**src/rtl/alu_seq.sv**
```systemverilog
// rtl/alu_seq.sv - sequencing controller for the 16-bit ALU result path
// One op in flight: IDLE -> ISSUE -> WAIT -> DONE, with the result held until handed off.
module alu_seq #(
  parameter int SHIFT_TIMEOUT = 32
) (
  input  logic        clk,
  input  logic        rst_n,
  input  logic        op_valid,
  output logic        op_ready,
  input  logic [3:0]  op_code,
  input  logic [15:0] operand_a,
  input  logic [15:0] operand_b,
  output logic [15:0] unit_a,
  output logic [15:0] unit_b,
  output logic [1:0]  unit_func,
  output logic        logic_start,
  output logic        shift_start,
  output logic        add_sub_start,
  input  logic        shift_done,
  output logic [1:0]  ar_mux_en,
  input  logic [15:0] ar_mux_out,
  output logic        res_valid,
  input  logic        res_ready,
  output logic [15:0] res_data,
  output logic        res_err,
  output logic        busy,
  output logic [7:0]  op_count
);

  localparam logic [1:0] IDLE  = 2'd0;
  localparam logic [1:0] ISSUE = 2'd1;
  localparam logic [1:0] WAIT  = 2'd2;
  localparam logic [1:0] DONE  = 2'd3;

  localparam logic [1:0] U_NONE   = 2'b00;
  localparam logic [1:0] U_LOGIC  = 2'b01;
  localparam logic [1:0] U_SHIFT  = 2'b10;
  localparam logic [1:0] U_ADDSUB = 2'b11;

  localparam logic [7:0] TIMEOUT = 8'(SHIFT_TIMEOUT);

  logic [1:0] state;
  logic [1:0] unit;
  logic [7:0] wait_cnt;
  logic [7:0] wait_cnt_nxt;

  assign wait_cnt_nxt = wait_cnt + 8'd1;

  always_ff @(posedge clk) begin
    if (!rst_n) begin
      state     <= IDLE;
      unit      <= U_NONE;
      wait_cnt  <= 8'd0;
      unit_a    <= 16'd0;
      unit_b    <= 16'd0;
      unit_func <= 2'd0;
      res_data  <= 16'd0;
      res_err   <= 1'b0;
      op_count  <= 8'd0;
    end else begin
      case (state)
        IDLE: begin
          if (op_valid) begin
            if (op_code[3:2] == U_NONE) begin
              res_data <= 16'd0;
              res_err  <= 1'b1;
              state    <= DONE;
            end else begin
              unit_a    <= operand_a;
              unit_b    <= operand_b;
              unit_func <= op_code[1:0];
              unit      <= op_code[3:2];
              state     <= ISSUE;
            end
          end
        end
        ISSUE: begin
          wait_cnt <= 8'd0;
          state    <= WAIT;
        end
        WAIT: begin
          // logic and add/sub settle in one cycle; only the shifter is waited on
          if (unit != U_SHIFT || shift_done) begin
            res_data <= ar_mux_out;
            res_err  <= 1'b0;
            state    <= DONE;
          end else begin
            wait_cnt <= wait_cnt_nxt;
            if (wait_cnt_nxt == TIMEOUT) begin
              res_data <= 16'd0;
              res_err  <= 1'b1;
              state    <= DONE;
            end
          end
        end
        default: begin
          if (res_ready) begin
            op_count <= op_count + 8'd1;
            state    <= IDLE;
          end
        end
      endcase
    end
  end

  // every output below is a decode of registered state only
  assign op_ready      = (state == IDLE);
  assign busy          = (state != IDLE);
  assign res_valid     = (state == DONE);
  assign logic_start   = (state == ISSUE) && (unit == U_LOGIC);
  assign shift_start   = (state == ISSUE) && (unit == U_SHIFT);
  assign add_sub_start = (state == ISSUE) && (unit == U_ADDSUB);
  assign ar_mux_en     = (state == ISSUE || state == WAIT) ? unit : 2'b00;

endmodule
```
**config.mk**
```make
export PLATFORM = sky130hd
export DESIGN_NAME = alu_seq
export DESIGN_NICKNAME = d
export VERILOG_FILES = /design/src/rtl/alu_seq.sv
export SDC_FILE = /design/constraint.sdc
export NUM_CORES = 1
export LEC_CHECK = 0
export ABC_AREA = 1
export ABC_CLOCK_PERIOD_IN_PS = 4400
export BUFFER_PORTS_ARGS = -buffer_cell sky130_fd_sc_hd__buf_2
export CORE_MARGIN = 2
export CORE_UTILIZATION = 52
export DETAILED_ROUTE_END_ITERATION = 8
export PLACE_DENSITY = 0.82
export SLEW_MARGIN = 20
export SYNTH_ARGS = -nofsm -noshare
export SYNTH_HDL_FRONTEND = slang
export SYNTH_SLANG_ARGS = --single-unit
```
**constraint.sdc**
```tcl
create_clock -name clk -period 4.4 [get_ports clk]
set_input_delay 0.22 -clock clk [delete_from_list [all_inputs] [get_ports clk]]
set_output_delay 0.22 -clock clk [all_outputs]
set_load 0.005 [all_outputs]
```
==> reports/metrics.cfg, run 1 <==
[run_status]
run_status = complete, no violations

[logic_synthesis]
synth_nets = 534
yosys-top-cells-area = sky130_fd_sc_hd__dfxtp_1, sky130_fd_sc_hd__nand2_1, sky130_fd_sc_hd__a21oi_1
synthesis.area_per_instance_um2 = 6.814
ys_async_sr_fraction = 0
number_of_enable_flip_flop_cells_after_synthesis = 0
post_synth_instance_area_mm2 = 0.003196
synth_area_leader_cell = sky130_fd_sc_hd__dfxtp_1
synthDominantCellAreaShare = 0.4448
synth-seq-cells = 71
ys_seq_area_frac = 0.4448
synthDistinctLibCells = 26
ys.warnings.count = 0
postSynth.topFlopCell = sky130_fd_sc_hd__dfxtp_1
post_synth_inst_count = 469

[drt]
drt_iter0_markers = 140
vias_per_cell = 4.965
drt-wirelength-per-cell_um = 11.73
drt_drc_violations_left = 0
antenna_left = 0
drt_pass1_iterations = 4
vias = 3302
detail_route.wirelength_mm = 7.801

[grt]
grt_first_pass_wirelength_mm = 12.26
maximum_number_of_pins_on_one_net_before_global_route_repair = 38
antenna_violations_before_repair = 0
vias_in_the_first_global_route = 3006
globalRouteTotalUtil = 0.2310
grt_overflow_total = 0

[clocking]
tritoncts_num_sinks = 71
cts_root_buf = sky130_fd_sc_hd__clkbuf_8
cts-buffers-inserted = 9
hold_buffer_count_at_cts = 0
post_cts_buffers = 0
clk-insertion-delay-late_ns = 0.33
ctsHtreeMaxLevel = 3
tritoncts = built
ctsLongestPathBuffers = 2
cts_repair_resize_count = 0
clkSlewWorstSetupHoldPaths_ns = 0.07

[pwr]
total_leakage_power_nw = 1.997
power-per-cell-area_mw_per_mm2 = 488.4
max_rail_drop_vdd_mv = 0.2876

[timing]
rsz0062_at_grt = no
setup_tns_ns = 0
finalWorstSetupSlack_ns = 1.734
max_freq_mhz = 375.1
timing_hold_violations_final = 0
hold-worst-slack_ns = 0.1281
min_period_ns = 2.666
slew_violations = 0
timing.max_slew.rel_slack = 0.3682
finClkSkew_ns = 0.01158
timing_worst_slew_pin_value_ns = 0.9418
setup_viol = 0
fin_crit_sh = 0.6059

[cells_and_area]
drive_above_1_share = 0.2458
finalNetCount = 650
flow.area_growth_from_synthesis_pct = 24.82
antenna_cells = 0

[worst_setup_path]
cp_num_buf_inv = 4
timing.critical_path.max_delay_family = buffers and inverters
worstPathRequired_ns = 4.61
crit_chain = inv_1, ha_1, inv_2, nor2_1, nand2_1, buf_4, clkinv_1, nand2_1, a21oi_1
crit_path_start_kind = register
timing.critical_path.fanout_max = 37
critical_path.max_stage_delay_ns = 0.84
cp_slowest_cell = sky130_fd_sc_hd__clkinv_1
timing_worst_setup_path_type = register to register
critical_path_sink_type = register
arrival_ns = 2.87
crit_path_frequent_cell = sky130_fd_sc_hd__nand2_1

[job]
cap_viol_max_count = 0

[placement]
hpwlAfterDp_mm = 5.629
gpl.final_weighted_congestion = 0.8302
buffer_ports.inserted = 123
pre_cts_ws_ns = 1.768

[floorplan]
chip_height_um = 82.39
die_area_mm2 = 0.006788
io_pins = 124
die_width_um = 82.39
floorplan.initialDensity = 0.5397
num_rows = 28
fp.coreArea_mm2 = 0.005921

[min_path]
classification_of_the_worst_slack_hold_path = input pin to register

[routing by layer]
metal,GRT usage,wire length (um),up-vias
li1,-,-,1695
met1,0.2490,3306,1480
met2,0.4113,3730,123
met3,0.08370,713,4
met4,0.08667,50,0
met5,0,0,-
[placed cells by master, fill, tap and decap left out, types with 3 or more instances in the layout]
cell	n
sky130_fd_sc_hd__a21oi_1	49
sky130_fd_sc_hd__nand2_1	166
sky130_fd_sc_hd__inv_1	57
sky130_fd_sc_hd__nor3_1	5
sky130_fd_sc_hd__clkinv_1	4
sky130_fd_sc_hd__nand3_1	11
sky130_fd_sc_hd__dfxtp_1	71
sky130_fd_sc_hd__clkbuf_1	3
sky130_fd_sc_hd__nor2_1	37
sky130_fd_sc_hd__clkinv_2	3
sky130_fd_sc_hd__o21ai_0	9
sky130_fd_sc_hd__buf_2	123
sky130_fd_sc_hd__ha_1	8
sky130_fd_sc_hd__clkbuf_8	9
sky130_fd_sc_hd__nand4_1	20
[report_power, final]
| part | switching, mW | leakage [nW] | internal, mW |
|---|---|---|---|
| registers | 0.0567 | 0.579 | 0.746 |
| logic | 0.435 | 1.34 | 0.279 |
| clock network | 0.230 | 0.0801 | 0.202 |
| total | 0.721 | 2.00 | 1.23 |
[path summary, 6_finish.rpt]
| path | start | end | slack, ns | depth (start not counted) |
|---|---|---|---|---|
| max | state[0] | unit_b[3] | 1.73 | 9 |
| min | operand_a[9] | unit_a[9] | 0.13 | 3 |
| max reg2reg | state[0] | unit_b[3] | 1.73 | 9 |
| min reg2reg | op_count[7] | op_count[7] | 0.46 | 2 |
[sequential cells by signal, indices dropped and copies added, names as in the netlist]
| register | cells |
|---|---|
| res_data | 16 |
| op_count | 8 |
| unit_b | 16 |
| res_err | 1 |
| state | 2 |
| unit | 2 |
| unit_func | 2 |
| wait_cnt | 8 |
| unit_a | 16 |
[synthesized netlist by cell type (2+ instances only)]
| cell type | count |
|---|---|
| sky130_fd_sc_hd__dfxtp_1 | 71 |
| sky130_fd_sc_hd__clkbuf_1 | 10 |
| sky130_fd_sc_hd__nor3_1 | 5 |
| sky130_fd_sc_hd__inv_1 | 57 |
| sky130_fd_sc_hd__inv_2 | 2 |
| sky130_fd_sc_hd__ha_1 | 8 |
| sky130_fd_sc_hd__o21ai_0 | 9 |
| sky130_fd_sc_hd__nand3_1 | 11 |
| sky130_fd_sc_hd__buf_2 | 7 |
| sky130_fd_sc_hd__nand2_1 | 166 |
| sky130_fd_sc_hd__clkinv_1 | 4 |
| sky130_fd_sc_hd__nand4_1 | 20 |
| sky130_fd_sc_hd__nor2_1 | 37 |
| sky130_fd_sc_hd__o21bai_1 | 2 |
| sky130_fd_sc_hd__a21oi_1 | 49 |
[cell families after synthesis]
group,synth area share
buffers and inverters,0.1038
DFF,0.4448
adders and majority gates,0.03132
AOI/OAI and AO/OA,0.09710
and+or+nand+nor,0.3230
[final cells by class]
cell class              count  area [um^2]
clock buffers              12        135.1
fillers                   547         1932
well taps                  75        93.84
inverters                  63        236.5
multi-input cells         315         1449
clock inverters             4        22.52
repair buffers            125        630.6
flip-flops and latches     71         1421
[through the flow]
step / utilization / instance area (um^2) / power (mW) / instances
finish: 0.6737 / 3989 / 1.948 / 665
CTS: 0.6727 / 3983 / 1.955 / 665
global placement: 0.6460 / 3825 / 1.496 / 649
global route: 0.6737 / 3989 / 2.111 / 665
floorplan: - / 3196 / 1.306 / 469
detailed placement: 0.6460 / 3825 / 1.523 / 649
[worst reg2reg max path, cell delays in order, from the launching register on]
cell and delay (ns):
sky130_fd_sc_hd__dfxtp_1 0.40, sky130_fd_sc_hd__inv_1 0.10, sky130_fd_sc_hd__ha_1 0.26, sky130_fd_sc_hd__inv_2 0.09
sky130_fd_sc_hd__nor2_1 0.08, sky130_fd_sc_hd__nand2_1 0.07, sky130_fd_sc_hd__buf_4 0.33, sky130_fd_sc_hd__clkinv_1 0.85
sky130_fd_sc_hd__nand2_1 0.27, sky130_fd_sc_hd__a21oi_1 0.09
Note: power is estimated with default switching activity, not from simulation.
==> run 2, diff against run 1 <==
--- a/config.mk
+++ b/config.mk
@@ -6,12 +6,12 @@
 export NUM_CORES = 1
 export LEC_CHECK = 0
 export ABC_AREA = 1
-export ABC_CLOCK_PERIOD_IN_PS = 4400
+export ABC_CLOCK_PERIOD_IN_PS = 2300
 export BUFFER_PORTS_ARGS = -buffer_cell sky130_fd_sc_hd__buf_2
 export CORE_MARGIN = 2
-export CORE_UTILIZATION = 52
+export CORE_UTILIZATION = 44
 export DETAILED_ROUTE_END_ITERATION = 8
-export PLACE_DENSITY = 0.82
+export PLACE_DENSITY = 0.74
 export SLEW_MARGIN = 20
 export SYNTH_ARGS = -nofsm -noshare
 export SYNTH_HDL_FRONTEND = slang
==> constraint.sdc (replaced) <==
create_clock -name clk -period 2.3 [get_ports clk]
set_input_delay 0.115 -clock clk [delete_from_list [all_inputs] [get_ports clk]]
set_output_delay 0.115 -clock clk [all_outputs]
set_load 0.005 [all_outputs]
==> reports/metrics.cfg, run 2 (synthesis gave the netlist of run 1 again) <==
[timing]
timing.max_slew.rel_slack = 0.7047
slew_violations = 0
rsz0062_at_grt = no
timing_hold_violations_final = 0
min_period_ns = 1.970
setup_viol = 0
setup_tns_ns = 0
fin_crit_sh = 0.8567
finClkSkew_ns = 0.009300
finalWorstSetupSlack_ns = 0.3295
max_freq_mhz = 507.5
timing_worst_slew_pin_value_ns = 0.4402

[clocking]
ctsHtreeMaxLevel = 3
tritoncts_num_sinks = 71
tritoncts = built
ctsLongestPathBuffers = 2
clk-insertion-delay-late_ns = 0.34
clkSlewWorstSetupHoldPaths_ns = 0.07
cts-buffers-inserted = 9
cts_root_buf = sky130_fd_sc_hd__clkbuf_8
post_cts_buffers = 0

[pwr]
max_rail_drop_vdd_mv = 0.5714
power-per-cell-area_mw_per_mm2 = 925.1
total_leakage_power_nw = 2.049

[cells_and_area]
flow.area_growth_from_synthesis_pct = 29.76
mostFrequentLayoutCells = sky130_fd_sc_hd__nand2_1, sky130_fd_sc_hd__buf_2, sky130_fd_sc_hd__dfxtp_1
regArea_mm2 = 0.001421
top_regs = res_data (16), unit_a (16), unit_b (16)
final_common_cell = sky130_fd_sc_hd__nand2_1
final.fill_count = 691
finalNetCount = 661
drive_above_1_share = 0.2517
multi_input_gate_area_in_the_final_layout_mm2 = 0.001461
antenna_cells = 0

[floorplan]
die_width_um = 89.22
floorplan.initialDensity = 0.4478
num_rows = 31
io_pins = 124
die_area_mm2 = 0.007960
chip_height_um = 89.22
fp.coreArea_mm2 = 0.007137

[grt]
grt_overflow_total = 0
vias_in_the_first_global_route = 2978
maximum_number_of_pins_on_one_net_before_global_route_repair = 37
globalRouteTotalUtil = 0.2012
antenna_violations_before_repair = 0
grt_first_pass_wirelength_mm = 12.59

[drt]
antenna_left = 0
drt-wirelength-per-cell_um = 11.37
drt_drc_violations_left = 0
vias = 3274
detail_route.wirelength_mm = 7.950
drt_iter0_markers = 183
vias_per_cell = 4.684
drt_pass1_iterations = 4

[worst_setup_path]
timing_worst_setup_path_type = register to register
cp_slowest_cell = sky130_fd_sc_hd__dfxtp_1
cp_num_buf_inv = 3
arrival_ns = 2.24
crit_path_start_kind = register
timing.critical_path.max_delay_family = simple AND/OR/NAND/NOR gates
timing.critical_path.fanout_max = 17
worstPathRequired_ns = 2.57
critical_path_sink_type = register
crit_chain = inv_1, ha_1, nand3_1, clkinvlp_4, nand3_4, nand3_4, nand2_1, inv_1, nor2_1
critical_path.max_stage_delay_ns = 0.40

[placement]
gpl.final_weighted_congestion = 0.8670
buffer_ports.inserted = 123
pre_cts_ws_ns = 0.2071
hpwlAfterDp_mm = 5.546

[min_path]
classification_of_the_worst_slack_hold_path = input pin to register

[run_status]
run_status = complete, no violations

[job]
cap_viol_max_count = 0

run 2: layout make-up:
class,count,area share
Multi-Input combinational cell,316,0.3524
Inverter,63,0.05794
Sequential cell,71,0.3428
Tap cell,99,0.02987
Clock buffer,11,0.03168
Timing Repair Buffer,135,0.1738
Clock inverter,4,0.01147
run 2: layer usage:
layer | vias up | global-route usage | routed length, um
li1 | 1711 | - | -
met1 | 1432 | 0.2314 | 3406
met2 | 124 | 0.3306 | 3579
met3 | 7 | 0.09511 | 869
met4 | 0 | 0.06649 | 95
met5 | - | 0 | 0
run 2: final timing paths:
| path | start | end | slack, ns | cells after the start |
|---|---|---|---|---|
| worst max-delay path | state[0] | res_data[13] | 0.33 | 9 |
| worst min-delay path | operand_b[10] | unit_b[10] | 0.01 | 3 |
| worst max register to register | state[0] | res_data[13] | 0.33 | 9 |
| worst min register to register | unit_b[5] | unit_b[5] | 0.46 | 2 |
run 2: stage by stage:
step	hold WS (ns)	instance area (um^2)	util	instances	total power, mW
after global placement	0.3636	3885	0.5444	677	2.887
final	0.01121	4146	0.5810	699	3.836
after global routing	0.002850	4146	0.5810	699	4.181
after floorplan	0.2589	3196	-	469	2.499
after CTS	0.0004289	4114	0.5764	697	3.872
after detailed placement	0.3690	3885	0.5444	677	2.918
run 2: where the power goes:
group	switching, mW	internal [mW]	leakage (nW)
logic	0.818	0.552	1.38
clock network	0.444	0.492	0.0892
registers	0.103	1.43	0.579
run 2: worst min-delay path: cells and delay by family:
kind | cells | cell delay (ns)
AND/OR/NAND/NOR | 1 | 0.05
AO/OA/AOI/OAI | 1 | 0.05
buffers and inverters | 1 | 0.09
run 2: timing repair:
action / in CTS / in global routing
gates resized for setup: 0 / 3
hold buffers: 5 / 1
hold endpoints to repair: 5 / 1
endpoints found under the setup margin: 0 / 17
==> run 3, diff against run 2 <==
--- a/config.mk
+++ b/config.mk
@@ -8,7 +8,6 @@
 export ABC_AREA = 1
 export ABC_CLOCK_PERIOD_IN_PS = 2300
 export BUFFER_PORTS_ARGS = -buffer_cell sky130_fd_sc_hd__buf_2
-export CORE_MARGIN = 2
 export CORE_UTILIZATION = 44
 export DETAILED_ROUTE_END_ITERATION = 8
 export PLACE_DENSITY = 0.74
@@ -16,3 +15,4 @@
 export SYNTH_ARGS = -nofsm -noshare
 export SYNTH_HDL_FRONTEND = slang
 export SYNTH_SLANG_ARGS = --single-unit
+export TNS_END_PERCENT = 5
==> reports/metrics.cfg, run 3 (synthesis gave the netlist of run 1 again) <==
[pwr]
total_leakage_power_nw = 2.053
max_rail_drop_vdd_mv = 0.5595
power-per-cell-area_mw_per_mm2 = 962.7

[cells_and_area]
finalNetCount = 657
flow.area_growth_from_synthesis_pct = 29.60
drive_above_1_share = 0.2529
antenna_cells = 0
mostFrequentLayoutCells = sky130_fd_sc_hd__nand2_1, sky130_fd_sc_hd__buf_2, sky130_fd_sc_hd__dfxtp_1
top_regs = res_data (16), unit_a (16), unit_b (16)
final.fill_count = 686
final_common_cell = sky130_fd_sc_hd__nand2_1

[job]
cap_viol_max_count = 0

[worst_setup_path]
crit_chain = inv_1, ha_1, inv_2, nor2_1, nand2_1, clkinv_1, buf_12, nand2_1, a21oi_1
r2r_setup_slk_ns = 0.26
cp_num_buf_inv = 4
cp_slowest_cell = sky130_fd_sc_hd__clkinv_1
timing.rr.start = state[0]
crit_path_start_kind = register
timing.critical_path.fanout_max = 19
timing.critical_path.max_delay_family = buffers and inverters
reg2reg_to = unit_a[0]
critical_path_sink_type = register
timing_worst_setup_path_type = register to register
crit_path_frequent_cell = sky130_fd_sc_hd__nand2_1
ff2ff_path_depth = 9
critical_path_depth = 9
arrival_ns = 2.24
worstPathRequired_ns = 2.51
critical_path.max_stage_delay_ns = 0.44

[clocking]
cts_root_buf = sky130_fd_sc_hd__clkbuf_8
cts-buffers-inserted = 9
ctsLongestPathBuffers = 2
post_cts_buffers = 0
clk-insertion-delay-late_ns = 0.34
tritoncts = built
ctsHtreeMaxLevel = 3
clkSlewWorstSetupHoldPaths_ns = 0.07
tritoncts_num_sinks = 71

[timing]
min_period_ns = 2.037
max_freq_mhz = 491.0
timing_worst_slew_pin_value_ns = 0.5421
slew_violations = 0
rsz0062_at_grt = no
timing.max_slew.rel_slack = 0.6364
timing_hold_violations_final = 0
setup_tns_ns = 0
fin_crit_sh = 0.8856
finalWorstSetupSlack_ns = 0.2632
finClkSkew_ns = 0.007351
setup_viol = 0

[placement]
hpwlAfterDp_mm = 5.506
pre_cts_ws_ns = 0.2156
gpl.final_weighted_congestion = 0.8164
buffer_ports.inserted = 123

[min_path]
worst_hold_startpoint = operand_a[3]
worstHoldEndpoint = unit_a[3]
classification_of_the_worst_slack_hold_path = input pin to register
hold_path_depth = 3

[floorplan]
floorplan.initialDensity = 0.4627
die_width_um = 87.22
num_rows = 30
chip_height_um = 87.22
fp.coreArea_mm2 = 0.006907
die_area_mm2 = 0.007607
io_pins = 124

[drt]
drt_iter0_markers = 116
drt_drc_violations_left = 0
vias = 3239
drt_pass1_iterations = 5
vias_per_cell = 4.674
drt-wirelength-per-cell_um = 11.13
antenna_left = 0
detail_route.wirelength_mm = 7.711

[grt]
vias_in_the_first_global_route = 3010
globalRouteTotalUtil = 0.2103
grt_overflow_total = 0
antenna_violations_before_repair = 0
grt_first_pass_wirelength_mm = 12.61
maximum_number_of_pins_on_one_net_before_global_route_repair = 44

[run_status]
run_status = complete, no violations

==> run 3: changes by cell type in the layout (fill, tap and decap cells not counted) <==
| cell | delta |
|---|---|
| sky130_fd_sc_hd__dlygate4sd3_1 | -3 |
| sky130_fd_sc_hd__clkbuf_1 | -1 |
| sky130_fd_sc_hd__bufinv_16 | +1 |
| sky130_fd_sc_hd__clkinv_1 | +1 |
| sky130_fd_sc_hd__nand3_2 | +1 |
| sky130_fd_sc_hd__nand2_2 | -1 |
| sky130_fd_sc_hd__nand3_4 | -1 |
| sky130_fd_sc_hd__buf_4 | -1 |
| sky130_fd_sc_hd__buf_12 | +1 |
==> run 3: how the worst max path moves through the flow <==
stage                     startpoint      endpoint
after global routing        state[0]   res_data[7]
after detailed placement    state[0]  res_data[11]
after global placement      state[0]       res_err
final                       state[0]     unit_a[0]
after CTS                   state[0]   res_data[4]
after floorplan             state[0]       res_err
==> run 3: worst min-delay path, stage by stage <==
cell and delay [ns]:
sky130_fd_sc_hd__buf_2 0.09, sky130_fd_sc_hd__nand2_1 0.05, sky130_fd_sc_hd__a21oi_1 0.05
==> run 3: cell type report <==
class / instances / area (um^2) / share of cell area
well taps: 96 / 120.1 / 0.02900
inverters: 63 / 236.5 / 0.05710
clock inverters: 6 / 85.08 / 0.02054
repair buffers: 132 / 703.2 / 0.1698
clock buffers: 10 / 127.6 / 0.03082
flip-flops and latches: 71 / 1421 / 0.3432
multi-input cells: 315 / 1448 / 0.3495
==> run 3: report_power, final <==
group | internal (mW) | switching (mW)
Combinational | 0.560 | 0.817
Clock | 0.607 | 0.474
Sequential | 1.43 | 0.104
Total | 2.59 | 1.39
==> run 3: stage by stage <==
stage	power [mW]	cell area [um^2]	std cells	util	hold WS, ns
finish	3.987	4141	693	0.5996	0.01233
global route	4.304	4141	693	0.5996	0.002330
CTS	4.024	4126	692	0.5975	0.0002823
detailed placement	2.938	3894	674	0.5638	0.3703
global placement	2.901	3894	674	0.5638	0.3621
floorplan	2.499	3196	469	-	0.2589
==> run 3: per-layer routing <==
| metal | routed length (um) | GRT usage |
|---|---|---|
| met4 | 98 | 0.07601 |
| met1 | 3292 | 0.2296 |
| met2 | 3624 | 0.3722 |
| met3 | 697 | 0.07867 |
| met5 | 0 | 0 |
==> run 3: what timing repair did <==
item                                    in CTS  in global routing
endpoints found under the setup margin       0                  3
gates resized for setup                      0                  1
hold buffers                                 2                  1
endpoints found under the hold margin        2                  1
